[config.mk]
export PLATFORM = sky130hd
export DESIGN_NAME = uart_rx_framer
export DESIGN_NICKNAME = d
export VERILOG_FILES = /design/src/rtl/uart_pkg.sv /design/src/rtl/sync_2ff.sv /design/src/rtl/uart_rx_framer.sv
export SDC_FILE = /design/constraint.sdc
export NUM_CORES = 1
export LEC_CHECK = 0
export BUFFER_PORTS_ARGS = -buffer_cell sky130_fd_sc_hd__buf_4
export CAP_MARGIN = 10
export CORE_ASPECT_RATIO = 0.8
export CORE_MARGIN = 3
export CORE_UTILIZATION = 40
export CTS_CLUSTER_DIAMETER = 40
export DETAILED_ROUTE_END_ITERATION = 12
export MAX_ROUTING_LAYER = met4
export PLACE_DENSITY_LB_ADDON = 0.3
export SLEW_MARGIN = 20
export SYNTH_ARGS = -nofsm -noshare
export SYNTH_HDL_FRONTEND = slang
export SYNTH_HIERARCHICAL = 1
export SYNTH_SLANG_ARGS = --single-unit
[constraint.sdc]
create_clock -name clk_in -period 4.6 [get_ports clk_in]
set_input_delay 0.92 -clock clk_in [delete_from_list [all_inputs] [get_ports clk_in]]
set_output_delay 0.92 -clock clk_in [all_outputs]
set_load 0.01 [all_outputs]
[src/rtl/uart_pkg.sv]
// rtl/uart_pkg.sv - shared types and constants for the UART receive framer
package uart_pkg;

  localparam int UART_DATA_BITS = 8;

  typedef enum logic [2:0] {
    IDLE,
    START,
    DATA,
    PARITY,
    STOP,
    BREAK
  } rx_state_t;

endpackage

[src/rtl/sync_2ff.sv]
// rtl/sync_2ff.sv - two-flop synchronizer for a single asynchronous input
module sync_2ff #(
  parameter logic RESET_VAL = 1'b1
) (
  input  logic clk_in,
  input  logic rst_n_in,
  input  logic d_in,
  output logic q_out
);

  logic meta_q, meta_d;
  logic sync_q, sync_d;

  // Next values: a plain two-stage shift of the raw input.
  always_comb begin
    meta_d = d_in;
    sync_d = meta_q;
  end

  // Synchronizer flops; reset to the line's idle level so no false edge is seen.
  always_ff @(posedge clk_in or negedge rst_n_in) begin
    if (!rst_n_in) begin
      meta_q <= RESET_VAL;
      sync_q <= RESET_VAL;
    end else begin
      meta_q <= meta_d;
      sync_q <= sync_d;
    end
  end

  assign q_out = sync_q;

endmodule

[src/rtl/uart_rx_framer.sv]
// rtl/uart_rx_framer.sv - 8N1 UART receiver with false-start rejection and framing errors (optional even parity: UART_RX_PARITY_EN)
module uart_rx_framer
  import uart_pkg::*;
#(
  parameter int CLOCKS_PER_BAUD = 17
) (
  input  logic       clk_in,
  input  logic       rst_n_in,
  input  logic       rx_in,
  output logic [7:0] data_out,
  output logic       valid_out,
  output logic       framing_err_out,
`ifdef UART_RX_PARITY_EN
  output logic       parity_err_out,
`endif
  output logic       busy_out
);

  // Start-edge to start-bit mid-sample delay; derived only.
  localparam int HALF_BAUD = CLOCKS_PER_BAUD / 2;
  localparam int CW        = $clog2(CLOCKS_PER_BAUD) + 1;

  logic rx_s;

  rx_state_t         state_q, state_d;
  logic [CW-1:0]     cnt_q, cnt_d;
  logic [2:0]        bit_q, bit_d;
  logic [UART_DATA_BITS-1:0] shift_q, shift_d;
  logic [UART_DATA_BITS-1:0] data_q, data_d;
  logic              valid_q, valid_d;
  logic              ferr_q, ferr_d;
`ifdef UART_RX_PARITY_EN
  logic              par_q, par_d;
  logic              perr_q, perr_d;
`endif
  logic              sample;

  sync_2ff #(.RESET_VAL(1'b1)) u_sync (
    .clk_in   (clk_in),
    .rst_n_in (rst_n_in),
    .d_in     (rx_in),
    .q_out    (rx_s)
  );

  assign sample = (cnt_q == '0);

  // Frame FSM: baud timing, bit capture and one-cycle result strobes.
  always_comb begin
    state_d = state_q;
    cnt_d   = cnt_q;
    bit_d   = bit_q;
    shift_d = shift_q;
    data_d  = data_q;
    valid_d = 1'b0;
    ferr_d  = 1'b0;
`ifdef UART_RX_PARITY_EN
    par_d   = par_q;
    perr_d  = 1'b0;
`endif

    // The counter only runs while a frame is being timed.
    if (state_q != IDLE && state_q != BREAK) begin
      cnt_d = sample ? CW'(CLOCKS_PER_BAUD - 1) : cnt_q - 1'b1;
    end

    case (state_q)
      IDLE: begin
        if (!rx_s) begin
          state_d = START;
          cnt_d   = CW'(HALF_BAUD - 1);
        end
      end
      START: begin
        if (sample) begin
          if (rx_s) begin
            state_d = IDLE;               // glitch, not a real start bit
          end else begin
            state_d = DATA;
            bit_d   = 3'd0;
          end
        end
      end
      DATA: begin
        if (sample) begin
          shift_d = {rx_s, shift_q[UART_DATA_BITS-1:1]};
          bit_d   = bit_q + 3'd1;
          if (bit_q == 3'(UART_DATA_BITS - 1)) begin
`ifdef UART_RX_PARITY_EN
            state_d = PARITY;
`else
            state_d = STOP;
`endif
          end
        end
      end
`ifdef UART_RX_PARITY_EN
      PARITY: begin
        if (sample) begin
          par_d   = (^shift_q) ^ rx_s;   // 1 means even parity violated
          state_d = STOP;
        end
      end
`endif
      STOP: begin
        if (sample) begin
          if (rx_s) begin
            valid_d = 1'b1;
            data_d  = shift_q;
`ifdef UART_RX_PARITY_EN
            perr_d  = par_q;
`endif
            state_d = IDLE;               // back at mid-stop, ready for a back-to-back start
          end else begin
            ferr_d  = 1'b1;
            state_d = BREAK;
          end
        end
      end
      BREAK: begin
        if (rx_s) begin
          state_d = IDLE;
        end
      end
      default: begin
        state_d = IDLE;
      end
    endcase
  end

  // State and output registers.
  always_ff @(posedge clk_in or negedge rst_n_in) begin
    if (!rst_n_in) begin
      state_q <= IDLE;
      cnt_q   <= '0;
      bit_q   <= '0;
      shift_q <= '0;
      data_q  <= '0;
      valid_q <= 1'b0;
      ferr_q  <= 1'b0;
`ifdef UART_RX_PARITY_EN
      par_q   <= 1'b0;
      perr_q  <= 1'b0;
`endif
    end else begin
      state_q <= state_d;
      cnt_q   <= cnt_d;
      bit_q   <= bit_d;
      shift_q <= shift_d;
      data_q  <= data_d;
      valid_q <= valid_d;
      ferr_q  <= ferr_d;
`ifdef UART_RX_PARITY_EN
      par_q   <= par_d;
      perr_q  <= perr_d;
`endif
    end
  end

  assign data_out        = data_q;
  assign valid_out       = valid_q;
  assign framing_err_out = ferr_q;
  assign busy_out        = (state_q != IDLE);
`ifdef UART_RX_PARITY_EN
  assign parity_err_out  = perr_q;
`endif

endmodule

==> impl_metrics.yaml <==
clock_tree:
  root_buffer: "clkbuf_8"
  numClockSinks: 32
  clk_pin_slew_worst_paths_ns: 0.06
  h-tree-depth: 2
  cts_resized: 0
  cts_buffer_depth: 2
  ctsHoldBuffers: 0
  numCtsBuffers: 5
  cts_setup_buffers: 0
  worstSkewPairLatency_ns: 0.28
  cts_tree: "yes"
timing:
  skew_ns: 0.00802
  max_freq_mhz: 428
  finalSetupTns_ns: 0
  rsz0062_at_grt: "false"
  fin_crit_sh: 0.508
  worst_pin_slew_ns: 0.703
  fin_worst_hold_slack_ns: 0.356
  finalMaxSlewViolations: 0
  final_hold_viol_count: 0
  period_minus_slack_ns: 2.34
  slew_headroom: 0.527
  setup_viol: 0
flow_run:
  max-cap-violations: 0
synth:
  postSynthCellCount: 118
  synth_nets: 125
  yosysUniqueCellTypes: 40
  ys_ff_latch: 32
  yosysSeqAreaShare: 0.552
  synth_largest_area_cell: "dfrtp_1"
  synth_area_per_cell_um2: 12.3
  syn-cell-area_um2: 1460
  yosysWarnings: 6
  synth.top_cell.area_share: 0.515
  yosys-top-cells-area: "dfrtp_1 52%, mux2_2 12%, dfstp_2 3.6%"
route:
  ant_nets: 0
  drt_wl_total_um: 2390
  drcViolationCount: 0
  dr.pass1.iters: 4
  vias: 945
  vias_per_cell: 5.43
  routedWlPerCell_um: 13.7
  drt-initial-drc-count: 25
global_route:
  grt_pass1_wl_um: 4110
  track_usage: 0.129
  grt-ovfl-total: 0
  grt_pass1_vias: 905
  antenna_found_initial: 0
  grt_max_degree: 33
critical_path:
  crit_type: "reg -> out"
  setup.worst_path.end_class: "output pin"
  path_buf_inv: 1
  cpPeakStageDelay_ns: 0.54
  critical_path.top_delay_family: "flip-flops"
  reg2reg_slack_ns: 2.76
  path_max_fanout: 14
  crit_chain: "or3_1, buf_4"
  cp.required_ns: 3.68
  crit_slowest_cell: "dfrtp_1"
  start_kind: "flop"
  cp.arrival_ns: 1.42
die:
  io_pins: 14
  die_area_um2: 4410
  rows: 18
  die_h_um: 60.0
  start_util: 0.443
  core_um2: 3290
  die_x_um: 73.5
power:
  power_leakage_nw: 0.831
  pwr-share-comb: 0.261
  seq_power_share: 0.463
  internal-power_mw: 0.529
  p_sw_frac: 0.321
  p_sw_mw: 0.250
  clock_power_share: 0.276
  total_power_mw: 0.779
  ir_drop_v: 0.000190
  p_per_area_nw_per_um2: 468
status:
  outcome: "completed"
cells_and_area:
  drive_gt1_frac: 0.343
  antenna_cells: 0
  finalNetCount: 140
  layout.cells.non_filler: 174
  post-route-util: 0.507
  area_growth_pct: 14.4
place:
  io_buffers: 13
  dp_hpwl_um: 1660
  gp_congestion: 0.760
  dp_cells: 166
min_path:
  hold_class: "reg -> reg"
[stage by stage]
stage               area (µm²)  worst slack [ns]
floorplan                 1460              2.64
global placement          1570              2.59
detailed placement        1570              2.58
CTS                       1670              2.27
global route              1670              2.20
finish                    1670              2.26
[power by group through the flow]
| stage | combinational [mW] | sequential (mW) | clock (mW) |
|---|---|---|---|
| after detailed placement | 0.204 | 0.364 | 0 |
| after global routing | 0.235 | 0.368 | 0.234 |
| after global placement | 0.198 | 0.364 | 0 |
| final | 0.204 | 0.361 | 0.215 |
| after floorplan | 0.180 | 0.345 | 0 |
| after CTS | 0.204 | 0.360 | 0.223 |
[layout make-up]
class,count,area [µm²]
multi-input combinational,78,612
inverter,3,11.3
clock inverter,2,10.0
clock buffer,6,82.6
tap,40,50.0
timing repair buffer,13,97.6
sequential,32,803
fill,290,1620
[cells in the mapped netlist (all sizes together)]
library cell / instances
dfrtp: 30
mux2: 16
nand2: 9
nor2: 7
o21ai: 5
ha: 4
nor3: 4
clkbuf: 3
inv: 3
nor4: 3
a21o: 2
a21oi: 2
a31o: 2
buf: 2
dfstp: 2
nor2b: 2
o2111ai: 2
a211o: 1
a221oi: 1
a22o: 1
a22oi: 1
a32o: 1
a41oi: 1
and3b: 1
and4: 1
and4b: 1
nand2b: 1
nand3b: 1
nand4: 1
nor3b: 1
o21a: 1
o31ai: 1
o41ai: 1
or2: 1
or3: 1
xnor2: 1
xor2: 1
[sequential cells by signal, indices dropped and copies added, names as in the netlist]
name and count:
u_sync/q_out 1, u_sync/meta_q 1, framing_err_out 1, shift_q 8, state_q 3, valid_out 1
cnt_q 6, data_out 8, bit_q 3
[kinds of logic (layout without fill, tap and decap cells)]
logic type               after synthesis  count (layout)  synth area share
AO/OA/AOI/OAI                         22              22             0.111
XOR/XNOR                               2               2            0.0120
adder cells (fa/ha/maj)                4               4            0.0344
buffers and inverters                  8              24            0.0284
flip-flops                            32              32             0.552
multiplexers                          16              16             0.124
AND/OR/NAND/NOR                       34              34             0.139
[path summary, 6_finish.rpt]
check,start,to,depth (start not counted)
setup / recovery,state_q[2],busy_out,2
hold / removal,u_sync/meta_q,u_sync/q_out,0
setup reg to reg,cnt_q[0],data_out[6],5
hold reg to reg,u_sync/meta_q,u_sync/q_out,0
max in group asynchronous,rst_n_in,u_sync/q_out,1
min in group asynchronous,rst_n_in,shift_q[1],1
[layer usage]
metal,part of all wire,GRT usage,vias to the layer above
met5,0,-,-
met4,0.013,0.0568,0
met3,0.054,0.0454,5
met2,0.43,0.173,19
met1,0.51,0.174,457
li1,-,-,464
[layout by cell type, fill, tap and decap left out, types with 2 or more instances in the layout]
cell	instances
a31o_2	2
nor2_1	7
a21o_1	2
clkbuf_8	6
inv_1	3
dfrtp_1	30
nor2b_1	2
clkinv_2	2
nor4_1	3
o2111ai_1	2
dfstp_2	2
nand2_1	8
a21oi_1	2
mux2_2	16
buf_4	13
nor3_1	3
o21ai_0	5
ha_1	4
Power figures use the tool's default switching activity.
